--- src/rtl/cpu_apb_master.sv ---
// CPU data-bus to APB bridge: decodes one slave per request, runs SETUP/ACCESS
// with wait states, and returns a one-cycle ready with error on unmapped/timeout.
module cpu_apb_master #(
  parameter int                ADDR_W       = 32,
  parameter int                DATA_W       = 32,
  parameter int                NUM_SLAVES   = 4,
  parameter logic [ADDR_W-1:0] BASE_ADDR    = 32'h1000_0000,
  parameter int                SLAVE_ADDR_W = 12,
  parameter int                TIMEOUT      = 16
) (
  input  logic                         clk,
  input  logic                         reset,
  input  logic                         transfer,
  input  logic                         busWe,
  input  logic [ADDR_W-1:0]            busAddr,
  input  logic [DATA_W-1:0]            busWData,
  input  logic [DATA_W/8-1:0]          Byte_Enable,
  output logic [DATA_W-1:0]            busRData,
  output logic                         ready,
  output logic                         error,
  output logic [ADDR_W-1:0]            PADDR,
  output logic [DATA_W-1:0]            PWDATA,
  output logic [DATA_W/8-1:0]          PSTRB,
  output logic                         PWRITE,
  output logic [NUM_SLAVES-1:0]        PSEL,
  output logic                         PENABLE,
  input  logic [NUM_SLAVES*DATA_W-1:0] PRDATA,
  input  logic [NUM_SLAVES-1:0]        PREADY
);
  localparam int SW = DATA_W/8;
  localparam int IW = (NUM_SLAVES > 1) ? $clog2(NUM_SLAVES) : 1;
  localparam int CW = $clog2(TIMEOUT + 2);

  typedef enum logic [1:0] {IDLE, SETUP, ACCESS, RESP} state_t;

  state_t            state_q, state_d;
  logic              we_q, we_d, err_q, err_d;
  logic [ADDR_W-1:0] addr_q, addr_d;
  logic [DATA_W-1:0] wdata_q, wdata_d, rdata_q, rdata_d;
  logic [SW-1:0]     strb_q, strb_d;
  logic [IW-1:0]     idx_q, idx_d;
  logic [CW-1:0]     cnt_q, cnt_d;
  logic [ADDR_W-1:0] req_idx;
  logic              mapped, sel_rdy;
  logic [DATA_W-1:0] sel_rdata;

  always_comb begin
    state_d = state_q;
    we_d    = we_q;
    addr_d  = addr_q;
    wdata_d = wdata_q;
    strb_d  = strb_q;
    idx_d   = idx_q;
    err_d   = err_q;
    rdata_d = rdata_q;
    cnt_d   = cnt_q;
    // Full-width index so addresses far above the slave window never alias back in.
    req_idx   = (busAddr >> SLAVE_ADDR_W) - (BASE_ADDR >> SLAVE_ADDR_W);
    mapped    = (busAddr >= BASE_ADDR) && (req_idx < ADDR_W'(NUM_SLAVES));
    sel_rdy   = PREADY[idx_q];
    sel_rdata = PRDATA[idx_q*DATA_W +: DATA_W];
    case (state_q)
      IDLE: if (transfer) begin
        we_d    = busWe;
        addr_d  = busAddr;
        wdata_d = busWData;
        strb_d  = Byte_Enable;
        idx_d   = req_idx[IW-1:0];
        err_d   = !mapped;
        rdata_d = '0;
        cnt_d   = '0;
        state_d = mapped ? SETUP : RESP;
      end
      SETUP: state_d = ACCESS;
      ACCESS: begin
        if (sel_rdy) begin
          if (!we_q) rdata_d = sel_rdata;
          state_d = RESP;
        end else if (TIMEOUT != 0 && cnt_q == CW'(TIMEOUT - 1)) begin
          err_d   = 1'b1;
          state_d = RESP;
        end else begin
          cnt_d = cnt_q + 1'b1;
        end
      end
      RESP: state_d = IDLE;
      default: state_d = IDLE;
    endcase
  end

  always_ff @(posedge clk or negedge reset) begin
    if (!reset) begin
      state_q <= IDLE;
      we_q    <= 1'b0;
      addr_q  <= '0;
      wdata_q <= '0;
      strb_q  <= '0;
      idx_q   <= '0;
      err_q   <= 1'b0;
      rdata_q <= '0;
      cnt_q   <= '0;
    end else begin
      state_q <= state_d;
      we_q    <= we_d;
      addr_q  <= addr_d;
      wdata_q <= wdata_d;
      strb_q  <= strb_d;
      idx_q   <= idx_d;
      err_q   <= err_d;
      rdata_q <= rdata_d;
      cnt_q   <= cnt_d;
    end
  end

  // Outputs decode registered state only; nothing passes through from transfer/PREADY.
  always_comb begin
    PSEL = '0;
    if (state_q == SETUP || state_q == ACCESS) PSEL[idx_q] = 1'b1;
  end

  assign PENABLE  = (state_q == ACCESS);
  assign PADDR    = addr_q;
  assign PWDATA   = wdata_q;
  assign PWRITE   = we_q;
  assign PSTRB    = we_q ? strb_q : '0;
  assign ready    = (state_q == RESP);
  assign error    = ready & err_q;
  assign busRData = (ready && !err_q) ? rdata_q : '0;
endmodule

--- config.mk ---
export PLATFORM = sky130hd
export DESIGN_NAME = cpu_apb_master
export DESIGN_NICKNAME = d
export VERILOG_FILES = /design/src/rtl/cpu_apb_master.sv
export SDC_FILE = /design/constraint.sdc
export NUM_CORES = 1
export LEC_CHECK = 0
export BUFFER_PORTS_ARGS = -buffer_cell sky130_fd_sc_hd__buf_2
export CAP_MARGIN = 20
export CORE_MARGIN = 2
export CORE_UTILIZATION = 30
export DETAILED_ROUTE_END_ITERATION = 12
export PLACE_DENSITY = 0.58
export SYNTH_ARGS = -nofsm -noshare
export SYNTH_HDL_FRONTEND = slang
export SYNTH_SLANG_ARGS = --single-unit
--- constraint.sdc ---
create_clock -name clk -period 5.5 [get_ports clk]
set_clock_uncertainty 0.05 [all_clocks]
set_input_delay 0.55 -clock clk [delete_from_list [all_inputs] [get_ports clk]]
set_output_delay 0.55 -clock clk [all_outputs]
set_load 0.05 [all_outputs]
==> qor.yml, run 1 <==
worstPathMaxFanout: 17
async_reset_ff_share_pct: 100.0
grt_pass1_vias: 4604
finalCritPeriodShare_pct: 50.31
crit_chain: "ha_1 -> nor2b_2 -> buf_6 -> and2_1 -> buf_2"
worst_slew_pin_slew_ns: 0.9362
gp_congestion: 0.8052
clock_latency_ns: 0.35
final_layout_size_suffix_gt1_share_pct: 64.66
synth_area_mm2: 0.005300
critPathRequiredTime_ns: 4.90
drtIter0Drc: 164
synth_nets: 584
rr_startpoint: "PADDR[13]"
synth-warning-count: 0
antenna_found_initial: 1
grt_pass1_wl_mm: 23.46
die_w_um: 136.9
dieHeight_um: 136.9
grt_use_total_pct: 16.18
p_per_area_mw_per_mm2: 636.1
routed_wl_mm: 15.52
port_buffers: 311
cts_hold_buffers: 0
max_stage_delay_ns: 0.53
critical_path_arrival_ns: 2.17
yosys.area.top_type: "dfrtp_1"
start_util_pct: 30.64
via_per_inst: 4.805
row_count: 48
path_class: "reg2out"
core_mm2: 0.01730
dieArea_mm2: 0.01875
cts_setup_buffers: 0
worstSetupStartpointType: "register"
worst_path_max_delay_cell: "nor2b_2"
top_level_ports: 312
n_fill_cell: 1675
via_count: 4363
synth_top_area_share_pct: 51.46
ys_seq_area_share_pct: 51.46
hold_viol: 0
combPwrFrac_pct: 57.1
clk_path_buf_depth: 2
p_leak_uw: 0.003724
yosysUniqueCellTypes: 31
p_clk_share_pct: 14.0
cts_tree: "yes"
rrSetupSlack_ns: 2.86
status: "completed"
period_minus_slack_ns: 2.767
synthTopCellsByCount: "109 x dfrtp_1, 70 x mux2_2, 37 x and2_1, 34 x a22o_1, 33 x mux4_2"
netlist_instances: 375
intPower_uw: 2394
fmax_ghz: 0.3614
drtPass1Iterations: 5
p_sw_uw: 2326
finalCoreUtilization_pct: 42.90
setup_violations: 0
synth.most_common_cell: "dfrtp_1"
postRouteAntennaNets: 0
synth-seq-cells: 109
setup.worst_path.end_class: "primary output"
path_clk_slew_ns: 0.08
syn_to_final_growth_pct: 40.01
synth_edf_count: 0
cap_violations: 0
rsz0062_at_grt: "false"
avgSynthCellArea_um2: 14.13
final_max_slew_viol_count: 0
wl_per_cell_um: 17.09
cp-startpoint: "state_q[1]"
grt_start_max_net_pins: 71
hold_path_class: "in2async"
h-tree-depth: 3
p_seq_share_pct: 28.9
finish.net_count: 886
cts_resized: 0
netlist_top_cells_area: "dfrtp_1 51%, mux2_2 15%, mux4_2 14%"
peakVddDrop_v: 0.0004120
cts_inserted_buffers: 9
cts_root_buffer: "clkbuf_16"
dp_hpwl_mm: 11.84
relSlewSlack_pct: 37.59
switching_share_pct: 49.28
synth_flop_cell: "dfrtp_1"
overflow: 0
setup-tns-final_ns: 0
drc: 0
clkSinkCount: 109
## stage by stage
step           total power [uW]  hold slack [ns]  instance area [um2]  std cells  worst slack, ns
3_3_place_gp               3983           0.4283                 7076        889            2.696
3_5_place_dp               4062           0.4353                 7076        889            2.534
5_1_grt                    4991           0.1489                 7421        908            2.499
4_1_cts                    4748           0.1226                 7380        905            2.465
2_1_floorplan              3392           0.2044                 5300        375            2.570
6_report                   4720           0.1128                 7421        908            2.733
## area by class of cell
cell class	count	area (um2)	share of cell area, %
Sequential cell	109	2730	36.79
Multi-Input combinational cell	236	2460	33.15
Timing Repair Buffer	317	1628	21.94
Tap cell	225	281.5	3.794
Clock buffer	9	225.2	3.035
Clock inverter	7	78.83	1.062
Inverter	4	15.01	0.2023
Antenna cell	1	2.502	0.03372
## final timing paths
| check | to | cells after the start |
|---|---|---|
| max | busRData[10] | 5 |
| min | PADDR[25] | 1 |
| max reg2reg | rdata_q[4] | 5 |
| min reg2reg | rdata_q[25] | 1 |
| max in group asynchronous | PADDR[13] | 2 |
| min in group clk | PWDATA[23] | 2 |
## flip-flops by register name (all words and copies together) (netlist names)
| register | cells |
|---|---|
| state_q | 2 |
| cnt_q | 5 |
| strb_q | 4 |
| PADDR | 32 |
| rdata_q | 32 |
| err_q | 1 |
| PWDATA | 32 |
| PWRITE | 1 |
## power by group through the flow
stage               logic, uW  registers [uW]  clock network [uW]
global placement         2620            1360                   0
detailed placement       2680            1380                   0
CTS                      2680            1370                 694
finish                   2700            1360                 660
global route             2860            1410                 721
floorplan                1230            2160                   0
## layer usage
layer  global-route usage (%)  routed length (um)  up-vias
met4                    5.727                 331        0
met5                        0                   0        -
met2                    30.17                8342      181
met1                    17.81                5754     2148
met3                    3.889                1092       22
li1                         -                   -     2012
## worst max-delay path, delay by kind of cell, from the launching register on
family        cells  cell delay [ns]
fa+ha+maj         1             0.21
flops             1             0.42
buf+inv           2             0.50
simple gates      2             0.68
## cells in the final DEF, fill, tap and decap left out, types with 2 or more instances in the layout
cell	netlist	routed
dfrtp_1	109	107
inv_1	4	4
a22o_1	34	34
nand2b_1	3	3
nand2_1	8	7
nor2_1	8	7
nor3_1	3	3
nor4_1	4	4
inv_6	0	4
o211ai_1	3	3
and3_1	2	2
dfrtp_2	0	2
buf_4	0	5
and2_1	37	37
nand4_1	2	2
buf_2	6	310
ha_1	5	5
nor2b_1	4	3
mux2_2	70	70
nor3b_1	4	4
mux4_2	33	33
clkbuf_16	0	9
nand3_1	4	4
a21o_1	2	2
o21ai_0	2	2
## cells by family after synthesis
group / Yosys count / share of synthesized area [%]
adder cells (fa/ha/maj): 5 / 1.180
buffers and inverters: 30 / 2.266
multiplexers: 104 / 29.08
flip-flops: 109 / 51.46
AND/OR/NAND/NOR: 81 / 8.805
AO/OA/AOI/OAI: 46 / 7.200
Power figures use the tool's default switching activity.
==> run 2: changes to the inputs <==
- clock period: 5.5 -> 2.6 ns (I/O delays scaled with it)
==> qor.yml, run 2 (same netlist as run 1, synthesis figures left out) <==
grt_start_max_net_pins: 48
combPwrFrac_pct: 57.4
worstPathMaxFanout: 32
p_leak_uw: 0.003783
h-tree-depth: 3
finalCritPeriodShare_pct: 86.73
routed_wl_mm: 15.68
grt_pass1_wl_mm: 23.87
drtIter0Drc: 134
path_class: "reg2out"
intPower_uw: 5246
path_clk_slew_ns: 0.08
setup.worst_path.end_class: "primary output"
setup-tns-final_ns: 0
dp_hpwl_mm: 12.10
finish.net_count: 894
p_sw_uw: 4859
final_layout_size_suffix_gt1_share_pct: 65.07
via_per_inst: 4.810
dieHeight_um: 136.9
pre_cts_slack_ns: 0.4786
start_util_pct: 30.64
clkSinkCount: 109
final_cell_mix: "310 x buf_2, 107 x dfrtp_1, 70 x mux2_2, 37 x and2_1, 34 x a22o_1"
grt_use_total_pct: 16.60
core_mm2: 0.01730
hold_path_class: "in2reg"
via_count: 4416
worst_slew_pin_slew_ns: 0.7093
critPathRequiredTime_ns: 2.29
worstSetupStartpointType: "register"
top_level_ports: 312
clk_path_buf_depth: 2
relSlewSlack_pct: 52.71
placed_area_mm2: 0.007173
drtPass1Iterations: 4
cts_inserted_buffers: 9
cts_setup_buffers: 0
fin_ws_ns: 0.3450
drc: 0
final_max_slew_viol_count: 0
port_buffers: 311
p_per_area_mw_per_mm2: 1342
period_minus_slack_ns: 2.255
clock_latency_ns: 0.35
peakVddDrop_v: 0.0008303
status: "completed"
antenna_found_initial: 3
finalCoreUtilization_pct: 43.55
wl_per_cell_um: 17.08
gp_congestion: 0.7786
stdcell_area_mm2: 0.007532
fmax_ghz: 0.4435
dieArea_mm2: 0.01875
hold_viol: 0
cap_violations: 0
critical_path_arrival_ns: 1.94
n_fill_cell: 1680
row_count: 48
grt_pass1_vias: 4725
setup_violations: 0
mostFrequentLayoutCell: "buf_2"
die_w_um: 136.9
cts_tree: "yes"
overflow: 0
rsz0062_at_grt: "false"
cts_root_buffer: "clkbuf_16"
p_seq_share_pct: 27.3
syn_to_final_growth_pct: 42.12
postRouteAntennaNets: 0
p_clk_share_pct: 15.3
switching_share_pct: 48.08
run 2: cell count changes in the layout (fill, tap and decap cells not counted), sizes merged:
cell and delta:
buf +7, inv -3, bufinv +2, diode +2, clkinv +1, dlygate4sd3 +1
run 2: final timing paths:
kind / from / cells past startpoint / endpoint / slack, ns
worst max register to register: cnt_q[0] / 6 / cnt_q[0] / 0.42
max in group asynchronous: reset / 3 / PADDR[13] / 1.34
worst max-delay path: state_q[1] / 5 / busRData[26] / 0.35
min in group asynchronous: reset / 2 / PWDATA[31] / 0.43
worst min-delay path: busWData[20] / 2 / PWDATA[20] / 0.08
worst min register to register: rdata_q[2] / 1 / rdata_q[2] / 0.45
run 2: final cells by class:
| type | count | area (um2) | area share [%] |
|---|---|---|---|
| inverter | 4 | 15.01 | 0.1993 |
| clock buffer | 9 | 225.2 | 2.990 |
| sequential | 109 | 2730 | 36.25 |
| clock inverter | 7 | 116.4 | 1.545 |
| timing repair buffer | 325 | 1692 | 22.46 |
| antenna | 3 | 7.507 | 0.09967 |
| multi-input combinational | 236 | 2465 | 32.72 |
| tap | 225 | 281.5 | 3.738 |
run 2: per-layer routing:
layer	vias up	track usage, %	wire length (um)
met2	193	29.97	8369
li1	2025	-	-
met5	-	0	0
met1	2173	18.79	5931
met3	25	3.815	1040
met4	0	6.930	335
run 2: power by group through the flow:
stage / logic [uW] / clock network (uW) / registers [uW]
6_report: 5800 / 1550 / 2760
5_1_grt: 6130 / 1690 / 2850
4_1_cts: 5870 / 1620 / 2770
3_5_place_dp: 5860 / 0 / 2790
3_3_place_gp: 5760 / 0 / 2750
2_1_floorplan: 2610 / 0 / 4570
run 2: stage by stage:
step	hold WS, ns	power (uW)	std cells
final	0.08411	10110	918
after global routing	0.05647	10680	918
after CTS	0.06154	10250	915
after detailed placement	0.2749	8650	898
after global placement	0.2601	8509	898
after floorplan	-0.08559	7182	375
run 2: critical path, cell delays in order, from the launching register on:
cell,delay [ns]
dfrtp_1,0.43
ha_1,0.21
nor2b_2,0.18
buf_4,0.30
and2_1,0.20
buf_2,0.27
run 2: repair_timing:
item / in CTS / in global routing
endpoints found under the hold margin: 43 / 0
hold buffers: 1 / 0
gates resized for setup: 0 / 0
==> run 3: changes to the inputs <==
- CORE_AREA: unset -> 2 2 120 122
- CORE_MARGIN: 2 -> unset
- CORE_UTILIZATION: 30 -> unset
- DIE_AREA: unset -> 0 0 122 124
- PLACE_DENSITY: 0.58 -> 0.71
==> qor.yml, run 3 (same netlist as run 1, synthesis figures left out) <==
final_layout_size_suffix_gt1_share_pct: 64.77
finish.net_count: 891
clk_path_buf_depth: 2
h-tree-depth: 3
rr_startpoint: "cnt_q[0]"
worstSetupStartpointType: "register"
row_count: 43
setup-tns-final_ns: 0
hold_end: "PWDATA[29]"
via_per_inst: 5.081
via_count: 4410
fmax_ghz: 0.4436
wl_per_cell_um: 18.53
dieHeight_um: 124
cts_setup_buffers: 0
worst_path_max_delay_cell: "dfrtp_1"
grt_start_max_net_pins: 65
relSlewSlack_pct: 55.42
dp.cells: 850
drc: 0
period_minus_slack_ns: 2.254
syn_to_final_growth_pct: 39.85
clkSinkCount: 109
p_leak_uw: 0.003746
critPathRequiredTime_ns: 2.29
top_level_ports: 312
setup.worst_path.end_class: "primary output"
rrSetupSlack_ns: 0.44
final_cell_mix: "310 x buf_2, 108 x dfrtp_1, 70 x mux2_2, 37 x and2_1, 34 x a22o_1"
worst_slew_pin_slew_ns: 0.6687
crit_chain: "ha_1 -> nor2b_2 -> buf_4 -> and2_1 -> buf_2"
peakVddDrop_v: 0.0009493
port_buffers: 311
start_util_pct: 38.63
path_clk_slew_ns: 0.07
grt_pass1_vias: 4734
gp_congestion: 0.9390
dieArea_mm2: 0.01513
final_max_slew_viol_count: 0
path_class: "reg2out"
drtIter0Drc: 264
postRouteAntennaNets: 0
core_mm2: 0.01372
antenna_found_initial: 1
hold_path_depth: 2
die_w_um: 122
status: "completed"
grt_pass1_wl_mm: 24.39
hold_path_startpoint: "busWData[29]"
clock_latency_ns: 0.35
cts_root_buffer: "clkbuf_16"
dp_hpwl_mm: 12.56
grt_use_total_pct: 21.19
rsz0062_at_grt: "false"
r2r_cells: 6
cap_violations: 0
hold_viol: 0
max_stage_delay_ns: 0.41
hold_path_class: "in2reg"
p_per_area_mw_per_mm2: 1343
worstReg2RegEnd: "state_q[1]"
mostFrequentLayoutCell: "buf_2"
cts_tree: "yes"
finalCritPeriodShare_pct: 86.71
cts_inserted_buffers: 9
fin_cells: 868
critical_path_arrival_ns: 1.94
overflow: 0
routed_wl_mm: 16.08
setup_violations: 0
drtPass1Iterations: 4
worstPathMaxFanout: 32
run 3: worst max path at each step:
stage          startpoint      endpoint  slack, ns  depth (start not counted)
4_1_cts        state_q[1]  busRData[26]       0.33                          5
3_3_place_gp     cnt_q[0]      cnt_q[0]       0.57                          6
5_1_grt        state_q[1]  busRData[26]       0.22                          5
6_report       state_q[1]  busRData[26]       0.35                          5
2_1_floorplan   PADDR[13]       PSEL[2]       0.24                          4
3_5_place_dp     cnt_q[0]    state_q[1]       0.45                          6
run 3: final cells by class:
class	count	area (um2)
flip-flops and latches	109	2729
fillers	1198	6307
clock inverters	5	41.29
clock buffers	11	252.7
inverters	4	15.01
repair buffers	322	1682
diodes	1	2.502
multi-input cells	236	2465
well taps	180	225.2
run 3: power breakdown:
part | switching, uW | internal (uW) | leakage (uW) | total, uW
Combinational | 3860 | 1980 | 0.00226 | 5840
Sequential | 382 | 2400 | 0.00135 | 2780
Clock | 632 | 711 | 0.000139 | 1340
Total | 4870 | 5090 | 0.00375 | 9960
run 3: metrics by stage:
stage / power [uW] / utilization (%) / instance area (um2) / setup slack, ns / hold WS, ns
final: 9957 / 54.03 / 7412 / 0.3457 / 0.08180
after global routing: 10500 / 54.03 / 7412 / 0.2164 / 0.07235
after CTS: 10060 / 54.01 / 7410 / 0.3260 / 0.06703
after detailed placement: 8689 / 51.79 / 7106 / 0.4514 / 0.2599
after global placement: 8491 / 51.79 / 7106 / 0.5726 / 0.2493
after floorplan: 7182 / - / 5305 / 0.2405 / -0.08559
run 3: worst max-delay path, delay by kind of cell (launching register included):
kind                     cells  cell delay (ns)
buffers and inverters        2             0.56
AND/OR/NAND/NOR              2             0.38
adder cells (fa/ha/maj)      1             0.22
flip-flops                   1             0.41
run 3: timing repair:
action / in CTS / in global routing
hold buffers: 1 / 0
hold endpoints to repair: 45 / 0
gates resized for setup: 0 / 0
run 3: routing by layer:
metal / vias to the layer above / share of wire [%] / GRT usage, %
met3: 32 / 6.5 / 6.319
li1: 2019 / - / -
met1: 2184 / 41 / 26.99
met4: 0 / 2.3 / 7.687
met5: - / 0 / 0
met2: 175 / 50 / 34.39
